File: config.mk
export PLATFORM = sky130hd
export DESIGN_NAME = piece_move_ctrl
export DESIGN_NICKNAME = d
export VERILOG_FILES = /design/src/rtl/piece_move_ctrl.sv
export SDC_FILE = /design/constraint.sdc
export NUM_CORES = 1
export LEC_CHECK = 0
export BUFFER_PORTS_ARGS = -buffer_cell sky130_fd_sc_hd__buf_2
export CAP_MARGIN = 20
export CORE_MARGIN = 1
export CORE_UTILIZATION = 55
export DETAILED_ROUTE_END_ITERATION = 12
export MAX_ROUTING_LAYER = met4
export PLACE_DENSITY = 0.81
export SYNTH_ARGS = -nofsm -noshare
export SYNTH_HDL_FRONTEND = slang
export SYNTH_SLANG_ARGS = --single-unit
File: constraint.sdc
create_clock -name clk -period 4.85 [get_ports clk]
set_input_delay 1.455 -clock clk [delete_from_list [all_inputs] [get_ports clk]]
set_output_delay 1.455 -clock clk [all_outputs]
set_load 0.03 [all_outputs]
File: src/rtl/piece_move_ctrl.sv
// Active-piece movement controller: turns button edges and the gravity tick into
// grid moves/rotations, gated by the upstream move-permission flags.
module piece_move_ctrl #(
  parameter int GRID_W   = 10,
  parameter int GRID_H   = 20,
  parameter int X_W      = 4,
  parameter int Y_W      = 5,
  parameter int SPAWN_X  = 4,
  parameter int SPAWN_Y  = 0,
  parameter int GRAV_DIV = 25000000,
  parameter int CNT_W    = 25
) (
  input  logic           clk,
  input  logic           rst,
  input  logic           start,
  input  logic           btn_left,
  input  logic           btn_right,
  input  logic           btn_down,
  input  logic           btn_up,
  input  logic           left_en,
  input  logic           right_en,
  input  logic           down_en,
  input  logic           up_en,
  output logic [X_W-1:0] pos_x,
  output logic [Y_W-1:0] pos_y,
  output logic [1:0]     rot,
  output logic           moved,
  output logic           landed,
  output logic           game_over,
  output logic           busy
);

  typedef enum logic [2:0] {
    S_IDLE,
    S_SPAWN,
    S_SETTLE,
    S_ACTIVE,
    S_LOCK
  } state_e;

  localparam int B_LEFT  = 0;
  localparam int B_RIGHT = 1;
  localparam int B_DOWN  = 2;
  localparam int B_UP    = 3;

  state_e           state_q;
  logic [X_W-1:0]   pos_x_q;
  logic [Y_W-1:0]   pos_y_q;
  logic [1:0]       rot_q;
  logic             moved_q;
  logic             landed_q;
  logic             game_over_q;
  logic             busy_q;
  logic [3:0]       btn_prev_q;
  logic [3:0]       pend_q;
  logic             grav_pend_q;
  logic [CNT_W-1:0] grav_cnt_q;

  logic [3:0] btn_now;
  logic [3:0] btn_rise;

  assign btn_now  = {btn_up, btn_down, btn_right, btn_left};
  assign btn_rise = btn_now & ~btn_prev_q;

  // NOTE: all state uses non-blocking assignments, so the later "set" statements
  // below override earlier "clear" statements within the same cycle.
  always_ff @(posedge clk or posedge rst) begin
    if (rst) begin
      state_q     <= S_IDLE;
      pos_x_q     <= X_W'(SPAWN_X);
      pos_y_q     <= Y_W'(SPAWN_Y);
      rot_q       <= 2'd0;
      moved_q     <= 1'b0;
      landed_q    <= 1'b0;
      game_over_q <= 1'b0;
      busy_q      <= 1'b0;
      btn_prev_q  <= 4'b0000;
      pend_q      <= 4'b0000;
      grav_pend_q <= 1'b0;
      grav_cnt_q  <= '0;
    end else begin
      moved_q    <= 1'b0;
      landed_q   <= 1'b0;
      btn_prev_q <= btn_now;

      case (state_q)
        S_IDLE: begin
          if (start) begin
            state_q     <= S_SPAWN;
            game_over_q <= 1'b0;
            busy_q      <= 1'b1;
          end
        end
        S_SPAWN: begin
          pos_x_q     <= X_W'(SPAWN_X);
          pos_y_q     <= Y_W'(SPAWN_Y);
          rot_q       <= 2'd0;
          pend_q      <= 4'b0000;
          grav_pend_q <= 1'b0;
          grav_cnt_q  <= '0;
          state_q     <= S_SETTLE;
        end
        S_SETTLE: begin
          state_q <= S_ACTIVE;
        end
        S_ACTIVE: begin
          if (grav_pend_q || pend_q[B_DOWN]) begin
            grav_pend_q    <= 1'b0;
            pend_q[B_DOWN] <= 1'b0;
            if (down_en && (pos_y_q < Y_W'(GRID_H - 1))) begin
              pos_y_q <= pos_y_q + 1'b1;
              moved_q <= 1'b1;
              state_q <= S_SETTLE;
            end else begin
              state_q <= S_LOCK;
            end
          end else if (pend_q[B_LEFT]) begin
            pend_q[B_LEFT] <= 1'b0;
            if (left_en && (pos_x_q != '0)) begin
              pos_x_q <= pos_x_q - 1'b1;
              moved_q <= 1'b1;
              state_q <= S_SETTLE;
            end
          end else if (pend_q[B_RIGHT]) begin
            pend_q[B_RIGHT] <= 1'b0;
            if (right_en && (pos_x_q < X_W'(GRID_W - 1))) begin
              pos_x_q <= pos_x_q + 1'b1;
              moved_q <= 1'b1;
              state_q <= S_SETTLE;
            end
          end else if (pend_q[B_UP]) begin
            pend_q[B_UP] <= 1'b0;
            if (up_en) begin
              rot_q   <= rot_q + 2'd1;
              moved_q <= 1'b1;
              state_q <= S_SETTLE;
            end
          end
        end
        S_LOCK: begin
          landed_q <= 1'b1;
          if (pos_y_q == Y_W'(SPAWN_Y)) begin
            game_over_q <= 1'b1;
            busy_q      <= 1'b0;
            state_q     <= S_IDLE;
          end else begin
            state_q <= S_SPAWN;
          end
        end
        default: begin
          state_q <= S_IDLE;
          busy_q  <= 1'b0;
        end
      endcase

      // A button edge in the same cycle as its service re-arms the flag.
      for (int i = 0; i < 4; i++) begin
        if (btn_rise[i] && (state_q != S_IDLE)) pend_q[i] <= 1'b1;
      end

      if ((state_q == S_SETTLE) || (state_q == S_ACTIVE)) begin
        if (grav_cnt_q == CNT_W'(GRAV_DIV - 1)) begin
          grav_cnt_q  <= '0;
          grav_pend_q <= 1'b1;
        end else begin
          grav_cnt_q <= grav_cnt_q + 1'b1;
        end
      end
    end
  end

  assign pos_x     = pos_x_q;
  assign pos_y     = pos_y_q;
  assign rot       = rot_q;
  assign moved     = moved_q;
  assign landed    = landed_q;
  assign game_over = game_over_q;
  assign busy      = busy_q;

endmodule
== After elaboration in Yosys (flattened, before gate mapping) ==
Index checks and enable logic that the tools add are counted.
Storage, ports and cells
  bits of input ports: 11
  bits in registers: 52
  word-level logic and storage cells: 144
Cells by class
  $lt $le $gt $ge: 2
  eq/ne operators: 28
  mux-type cells: 60
  bitwise operators: 3
  reduce and logical (&&, ||, !) cells: 31
  $add $sub $neg: 5
Operators by type and width (count)
  $mux W25: 3
  $ne A3 B3 Y1 const B: 10
  $mux W1: 27
  $mux W3: 9
  $add A25 B1 Y25 const B: 1
  $eq A25 B25 Y1 const B: 1
  $mux W4: 5
  $ne A2 B2 Y1 const B: 9
  $pmux W4 S2: 2
  $ne A5 B5 Y1 const B: 3
  $pmux W3 S5: 1
  $reduce_bool A3 Y1: 5
  $mux W2: 6
  $reduce_and A3 Y1: 4
  $mux W5: 2
  $pmux W5 S2: 1
  $reduce_and A5 Y1: 2
  $logic_and A1 B1 Y1: 7
  $eq A3 B2 Y1 const B: 2
  $reduce_and A6 Y1: 1
  $reduce_bool A2 Y1: 3
  $add A5 B1 Y5 const B: 1
  $logic_not A5 Y1: 1
  $lt A5 B5 Y1 const B: 1
  other kinds (19): 22

== Depth between registers and ports, before layout ==
Gate-level depths: netlist (run 1).
  depth in word-level cells: 7
  depth in mapped cells: 7

== Least setup slack after synthesis (run 1) ==
No wires, ideal clock.
  kind: input to register
  start point: input port right_en
  end point: register pos_x_q[3], in the netlist pos_x[3]
  path buffers: 0
  path slack: 2448 ps
  stages: 4
  arrival: 2326 ps
  cells stage by stage: nand4b_1 > a211o_1 > or3_1 > o21ai_1
On the way
  cells in the longest elaborated chain, start to end: 3
RTL lines
  from (decl): line 21  | input logic right_en,
  $logic_and A1 B1 Y1: line 126  | if (right_en && (pos_x_q < X_W'(GRID_W - 1))) begin
  $ne A3 B3 Y1 (no line)
  $reduce_and A5 Y1 (no line)
  to (signal assigned): line 95  | pos_x_q <= X_W'(SPAWN_X);
  to (signal assigned): line 120  | pos_x_q <= pos_x_q - 1'b1;
  to (signal assigned): line 127  | pos_x_q <= pos_x_q + 1'b1;
  to (decl): line 47  | logic [X_W-1:0] pos_x_q;
No other way between the ends.
A chain may end at the register's enable or synchronous reset.

== Worst setup path in the final report (run 1) ==
  start point: register pos_x_q[2], in the netlist pos_x[2]
  end point: output port pos_x[2]
RTL lines
  from (signal assigned): line 70  | pos_x_q <= X_W'(SPAWN_X);
  from (signal assigned): line 95
  from (signal assigned): line 120
  to (decl): line 24  | output logic [X_W-1:0] pos_x,
No word-level cell between the ends.

==> impl_metrics.toml, run 1 <==
[sta]
setup_viol = 0
report.final.slew_viol_count = 0
relSlewSlack_pct = 52.5
fin_setup_tns_ns = 0
worst_slack_ns = 2.32
fmax_mhz = 395
tightest_slew_ns = 0.711
clock_skew_ns = 0.0123
fin_crit_ns = 2.53
finalHoldViolCount = 0
min_period_over_period_pct = 52.3
rsz0062_at_grt = "false"

[final_layout]
syn_to_final_growth_pct = 9.97
final_area_um2 = 3270
multi_input_area_um2 = 1550
stdcell_count = 420
antenna_cells_inserted = 0
final.fill_count = 424
fin_nets = 366
drive_above_1_share_pct = 13.4
layout.area.seq_um2 = 1300

[place]
dp_hpwl_um = 4460
port_buffers = 25
gp_congestion = 0.880
dp_cells = 411
postPlaceCellArea_um2 = 3140
place_ws_ns = 2.27

[worst_setup_path]
worstPathMaxFanout = 5
reg2reg_depth = 5
crit_required_ns = 3.39
arrival_ns = 1.08
path_depth = 1
cp-start-kind = "flip-flop"
crit_chain = "buf_2"
slowest_stage = "dfstp_2"
critPathTopFamily = "flip-flops"
cp_num_buf_inv = 1
path_class = "flip-flop to output port"
crit_path_max_incr_delay_ns = 0.57
end_kind = "output port"

[detailed_routing]
ant_nets = 0
drc = 0
drt_iter0_drc = 213
num_vias = 2559
vias_per_cell = 6.09
drt_first_pass_iters = 4
wl_per_cell_um = 15.2
wl_um = 6400

[die]
core_region_area_um2 = 5170
die_h_um = 75.5
die_area_um2 = 5710
fp.dieW_um = 75.5
rows = 26
start_util_pct = 57.5
io_pins = 26

[global_routing]
grtUsageMet1_pct = 38.9
gr-usage-met2_pct = 34.5
overflow = 0
grt_pass1_wl_um = 10600
grt_max_degree = 53
grt_pass1_vias = 2119
grt.met3_usage_pct = 4.63
antenna_found_initial = 0
grtUsageTotal_pct = 25.4
grt_busiest_layer = "met1"

[power_and_ir_drop]
power.density_nw_per_um2 = 509
power_leakage_nw = 1.46
ir_drop_v = 0.000316
finalPower_mw = 1.66

[worst_hold_path]
hp-class = "flip-flop to flip-flop"
min_delay_path_depth = 1

[synthesis]
syn_area_per_cell_um2 = 9.07
yosysTopAreaCell = "dfrtp_1"
ys_seq_area_share_pct = 43.8
synthesis.nets = 345
synth_cell_types = 56
ys_ff_latch = 52
syn_area_um2 = 2970
ys.flop_type = "dfrtp_1"
async_flop_share_pct = 100
synth_warnings = 0
synth_top_area_share_pct = 42.9
synthTopCellsByArea = "dfrtp_1 43%, nand2_1 4.0%, nand3_1 3.7%"
synth_edf_count = 0
syn_inst = 328

[cts]
cts_setup_buffers = 0
cts_hold_buf = 0
clk_latency_ns = 0.31
numCtsBuffers = 5
cts_tree = "yes"
cts_resized = 0
cts.path.max_buffers = 2
cts.clk_slew.worst_paths_ns = 0.09
htree_levels = 2
cts_root_buffer = "clkbuf_8"
cts_sinks = 52

[run_status]
status = "finished, final reports clean"

[run]
maxCapViolCount = 0
[report_power, final]
part | leakage (nW) | switching, mW | internal (mW)
clock | 0.0548 | 0.155 | 0.156
combinational | 0.737 | 0.442 | 0.246
sequential | 0.673 | 0.140 | 0.526
[cell type report]
class                      instances  share of cell area (%)
tap                               70                    2.68
clock inverter                     3                    1.42
clock buffer                       5                    2.10
multi-input combinational        245                    47.2
timing repair buffer              27                    4.67
sequential                        52                    39.8
inverter                          18                    2.07
[cell families after synthesis]
logic type / share of synthesized area, %
adders and majority gates: 2.78
AOI/OAI and AO/OA: 19.0
buffers and inverters: 4.25
xor gates and xnor gates: 0.589
and+or+nand+nor: 27.6
DFF: 43.8
muxes: 2.02
[cells in the final DEF (no fill, tap or decap), types with 3 or more instances in the layout]
master and instances:
a21oi_1 21, dfrtp_1 51, nand2_1 32, nor4b_1 3
buf_2 25, nand2b_1 5, o21ai_0 19, nor3b_1 4
clkbuf_8 5, a22o_1 3, a21o_1 9, nand3_1 22
inv_1 17, ha_1 5, or4_1 3, or3_1 8
a31oi_1 4, and3_1 4, nor2_1 25, o21ai_1 8
nor3_1 8, mux2i_1 6, nand4_1 10, a211oi_1 3
[through the flow]
stage,hold slack (ns),utilization (%)
final,0.450,63.2
after global routing,0.486,63.2
after CTS,0.452,62.8
after detailed placement,0.445,60.6
after global placement,0.429,60.6
after floorplan,0.424,-
[worst register-to-register path, delay by kind of cell (launching register included)]
family | cells | cell delay [ns]
simple gates | 2 | 0.52
compound gates | 1 | 0.55
buf+inv | 1 | 0.32
flops | 1 | 0.68
mux | 1 | 0.14
[registers in the layout, indices dropped and copies added, names as in the netlist]
name / flops
grav_cnt_q: 25
pos_y: 5
btn_prev_q: 4
pend_q: 4
pos_x: 4
state_q: 3
rot: 2
busy: 1
game_over: 1
grav_pend_q: 1
landed: 1
moved: 1
[synthesized netlist by cell type (3+ instances only)]
cell type,number
a22o_1,3
nor2_1,25
nand4_1,10
nand2_1,32
or4_1,3
nor3b_1,4
a21oi_1,21
o21ai_1,8
nor3_1,8
and3_1,4
a21o_1,9
a31oi_1,4
nand3_1,22
or3_1,8
buf_2,5
inv_1,18
ha_1,5
dfrtp_1,51
o21ai_0,19
nand2b_1,5
mux2i_1,6
a211oi_1,3
clkbuf_1,7
nor4b_1,3
[final timing paths]
path	end	slack, ns	from
max	pos_x[2]	2.32	pos_x[2]
min	pend_q[1]	0.45	btn_prev_q[1]
max reg2reg	grav_cnt_q[11]	2.55	state_q[1]
min reg2reg	pend_q[1]	0.45	btn_prev_q[1]
max in group asynchronous	pos_x[2]	3.21	rst
min in group asynchronous	landed	1.07	rst
[layer usage]
metal | up-vias | routed length (um) | part of all wire, %
met1 | 1231 | 3140 | 49
met3 | 7 | 316 | 4.9
met2 | 71 | 2890 | 45
met5 | - | 0 | 0
li1 | 1250 | - | -
met4 | 0 | 57 | 0.89
No activity file was read; power rests on OpenSTA's default activity.
==> run 2: changes to the inputs <==
- ABC_AREA: unset -> 1
- clock period: 4.85 -> 2.6 ns (I/O delays scaled with it)
==> run 2 against run 1 <==
Compared with the run above:
- synthesized cell count is 27% higher
- largest power group unchanged
- global-route usage hardly changed
- sequential share of layout area is 1.5 points lower
- hold slack improved by 0.0042 ns
- die area increased by 3.8%
- register-to-register slack worse by 1.6 ns
- wire length up 1.8%
==> impl_metrics.toml, run 2 <==
[worst_setup_path]
slowest_stage = "dfstp_2"
cp-start-kind = "flip-flop"
crit_path_max_incr_delay_ns = 0.58
crit_chain = "buf_2"
end_kind = "output port"
arrival_ns = 1.09
cp_num_buf_inv = 1
worstPathMaxFanout = 4
critPathTopFamily = "flip-flops"
crit_required_ns = 1.82
path_class = "flip-flop to output port"

[cts]
cts.path.max_buffers = 2
cts_root_buffer = "clkbuf_8"
cts_tree = "yes"
cts_hold_buf = 0
numCtsBuffers = 5
htree_levels = 2
cts_sinks = 52
clk_latency_ns = 0.31
cts_setup_buffers = 0
cts_resized = 0
cts.clk_slew.worst_paths_ns = 0.10

[final_layout]
final_util_pct = 64.4
largest-register = "grav_cnt_q"
syn_to_final_growth_pct = 9.84
drive_above_1_share_pct = 13.6
largest_reg_flops = 25
antenna_cells_inserted = 0
final.fill_count = 482
layout_common_cells = "128 x nand2_1, 62 x nor2_1, 51 x dfrtp_1, 42 x inv_1, 35 x nand3_1"
final_area_um2 = 3390
stdcell_count = 519
layout_commonest_cell = "nand2_1"
fin_nets = 465

[synthesis]
syn_inst = 416
async_flop_share_pct = 100
synth_edf_count = 0
syn_area_per_cell_um2 = 7.43
ys_ff_latch = 52
yosysMostFrequentCell = "nand2_1"
synthTopCellsByArea = "dfrtp_1 41%, nand2_1 16%, nor2_1 7.5%"
synthesis.nets = 433
yosysTopAreaCell = "dfrtp_1"
synth_warnings = 0
synth_top_area_share_pct = 41.3
ys_top_cells_by_count = "128 x nand2_1, 62 x nor2_1, 51 x dfrtp_1, 43 x inv_1, 35 x nand3_1"
syn_area_um2 = 3090
ys.flop_type = "dfrtp_1"
synth_cell_types = 34
ys_seq_area_share_pct = 42.1

[power_and_ir_drop]
finalPower_mw = 2.82
power.density_nw_per_um2 = 830
ir_drop_v = 0.000567
power_leakage_nw = 1.60

[sta]
finalHoldViolCount = 0
report.final.slew_viol_count = 0
fmax_mhz = 536
fin_crit_ns = 1.87
whs_ns = 0.454
rsz0062_at_grt = "false"
clock_skew_ns = 0.00513
relSlewSlack_pct = 56.6
worst_slack_ns = 0.733
fin_setup_tns_ns = 0
setup_viol = 0
tightest_slew_ns = 0.651
min_period_over_period_pct = 71.8

[die]
die_h_um = 77.0
die_area_um2 = 5920
fp.dieW_um = 77.0
core_region_area_um2 = 5270
rows = 26
start_util_pct = 58.6
io_pins = 26

[detailed_routing]
dr_wl_met3_um = 228
wl_um = 6510
maxUsedRoutingLayer = "met4"
vias_per_cell = 5.27
drt_first_pass_iters = 4
wl_per_cell_um = 12.6
num_vias = 2737
met2WireLength_um = 3250
ant_nets = 0
drc = 0
m1WireLength_um = 2980
drt_iter0_drc = 208

[place]
postPlaceCellArea_um2 = 3310
dp_hpwl_um = 4930
port_buffers = 25
dp_cells = 511
gp_congestion = 0.915
place_ws_ns = 0.858

[run_status]
status = "finished, final reports clean"

[run]
maxCapViolCount = 0

[global_routing]
antenna_found_initial = 0
grt_pass1_vias = 2632
grtUsageTotal_pct = 25.4
grt_max_degree = 53
grt_pass1_wl_um = 11700
overflow = 0

[worst_hold_path]
hp-class = "flip-flop to flip-flop"
run 2: routing by layer:
layer,up-vias,GRT usage (%)
met5,-,-
met4,0,7.31
met3,7,3.33
met2,53,42.6
met1,1280,32.1
li1,1397,-
run 2: cells by family (layout without fill, tap and decap cells):
logic type | after synthesis | count (layout) | share of synthesized area (%)
AOI/OAI and AO/OA | 38 | 38 | 7.61
xor gates and xnor gates | 16 | 16 | 4.53
adders and majority gates | 6 | 6 | 2.67
DFF | 52 | 52 | 42.1
and+or+nand+nor | 258 | 258 | 37.4
buffers and inverters | 46 | 79 | 5.63
run 2: power breakdown:
group          total (mW)  switching [mW]  internal (mW)
Combinational        1.24           0.865          0.371
Sequential           1.12           0.161          0.961
Clock               0.460           0.268          0.192
run 2: layout make-up:
type	instances	area [um2]	area share [%]
Sequential cell	52	1300	38.4
Clock buffer	6	72.6	2.14
Inverter	45	169	4.98
Clock inverter	2	16.3	0.479
Multi-Input combinational cell	318	1610	47.5
Timing Repair Buffer	26	133	3.91
Tap cell	70	87.6	2.58
run 2: path summary, 6_finish.rpt:
check                      slack (ns)        endpoint          start  depth (start not counted)
max                              0.73        pos_x[2]       pos_x[2]                          1
min                              0.45       pend_q[2]  btn_prev_q[2]                          1
min in group asynchronous        0.63        pos_x[0]            rst                          3
max reg2reg                      0.93  grav_cnt_q[20]  grav_cnt_q[0]                          8
min reg2reg                      0.45       pend_q[2]  btn_prev_q[2]                          1
max in group asynchronous        1.53  grav_cnt_q[19]            rst                          3
==> run 3: changes to the inputs <==
- clock period: 2.6 -> 1.9 ns (I/O delays scaled with it)
==> run 3 against run 2 <==
Compared with the run above:
- count of clock-buffer cells in the layout stayed put
- sequential power is 37% higher
- global-route usage is 2.2 points higher
- clock skew is 0.00084 ns lower
- combinational power is 44% higher
- setup slack worse by 0.49 ns
- non-clock buffer count is 2 higher
- register-to-register slack worse by 0.67 ns
- largest cell class unchanged
- highest routed layer unchanged
==> impl_metrics.toml, run 3 (same netlist as run 2, synthesis figures left out) <==
[run_status]
status = "finished, final reports clean"

[place]
gp_congestion = 0.936
dp_hpwl_um = 5220
place_ws_ns = 0.280
port_buffers = 25
dp_cells = 513

[worst_setup_path]
worstPathMaxFanout = 4
path_class = "flip-flop to output port"
end_kind = "output port"
crit_required_ns = 1.33
arrival_ns = 1.09
critPathTopFamily = "flip-flops"
slowest_stage = "dfstp_2"
crit_path_max_incr_delay_ns = 0.58
cp_num_buf_inv = 1
cp-start-kind = "flip-flop"
crit_chain = "buf_2"

[final_layout]
fin_nets = 467
syn_to_final_growth_pct = 10.7
antenna_cells_inserted = 0
drive_above_1_share_pct = 14.0
layout_common_cells = "128 x nand2_1, 62 x nor2_1, 51 x dfrtp_1, 42 x inv_1, 35 x nand3_1"
largest_reg_flops = 25
layout_commonest_cell = "nand2_1"
stdcell_count = 521
final.fill_count = 475
largest-register = "grav_cnt_q"

[global_routing]
grt_pass1_vias = 2818
grtUsageTotal_pct = 27.6
overflow = 0
antenna_found_initial = 0
grt_pass1_wl_um = 12600
grt_max_degree = 27

[cts]
cts_resized = 0
cts_setup_buffers = 0
cts.clk_slew.worst_paths_ns = 0.10
cts_root_buffer = "clkbuf_8"
clk_latency_ns = 0.31
numCtsBuffers = 5
cts_hold_buf = 0
cts_sinks = 52
htree_levels = 2
cts.path.max_buffers = 2
cts_tree = "yes"

[detailed_routing]
drt_iter0_drc = 222
drc = 0
vias_per_cell = 5.40
num_vias = 2811
wl_per_cell_um = 13.6
drt_first_pass_iters = 4
wl_um = 7060
m1WireLength_um = 3040
maxUsedRoutingLayer = "met4"
dr_wl_met3_um = 380
ant_nets = 0
met2WireLength_um = 3530

[worst_hold_path]
hp-class = "input port to async pin"

[sta]
rsz0062_at_grt = "false"
setup_viol = 0
whs_ns = 0.266
clock_skew_ns = 0.00429
finalHoldViolCount = 0
fmax_mhz = 602
min_period_over_period_pct = 87.4
fin_crit_ns = 1.66
report.final.slew_viol_count = 0
relSlewSlack_pct = 67.7
tightest_slew_ns = 0.485
worst_slack_ns = 0.239
fin_setup_tns_ns = 0

[die]
core_region_area_um2 = 5270
rows = 26
start_util_pct = 58.6
die_h_um = 77.0
die_area_um2 = 5920
io_pins = 26
fp.dieW_um = 77.0

[power_and_ir_drop]
power.density_nw_per_um2 = 1160
ir_drop_v = 0.000941
finalPower_mw = 3.97
power_leakage_nw = 1.61

[run]
maxCapViolCount = 0
## run 3: where the power goes
group | internal [mW] | switching [mW]
logic | 0.532 | 1.25
clock network | 0.263 | 0.386
registers | 1.32 | 0.215
total | 2.11 | 1.85
## run 3: worst paths after layout
path	from	endpoint	slack (ns)	cells after the start
max	pos_x[2]	pos_x[2]	0.24	1
min	rst	pos_x[3]	0.27	2
max reg2reg	pend_q[0]	pos_x[1]	0.26	8
min reg2reg	btn_prev_q[2]	pend_q[2]	0.44	1
max in group asynchronous	rst	grav_cnt_q[14]	1.13	3
min in group clk	btn_up	btn_prev_q[3]	0.38	1
## run 3: cell type report
type,instances,area [um2],share of cell area (%)
clock buffer,6,72.6,2.12
clock inverter,2,16.3,0.475
inverter,45,169,4.94
multi-input combinational,318,1610,47.2
sequential,52,1300,38.1
tap,70,87.6,2.56
timing repair buffer,28,160,4.68
## run 3: per-layer routing
metal	global-route usage [%]	up-vias
li1	-	1396
met1	33.1	1320
met2	47.1	82
met3	4.29	13
met4	9.23	0
met5	-	-
## run 3: stage by stage
step                      utilization [%]  area (um2)
after floorplan                         -        3090
after global placement               63.2        3330
after detailed placement             63.2        3330
after CTS                            64.9        3420
after global routing                 64.9        3420
final                                64.9        3420
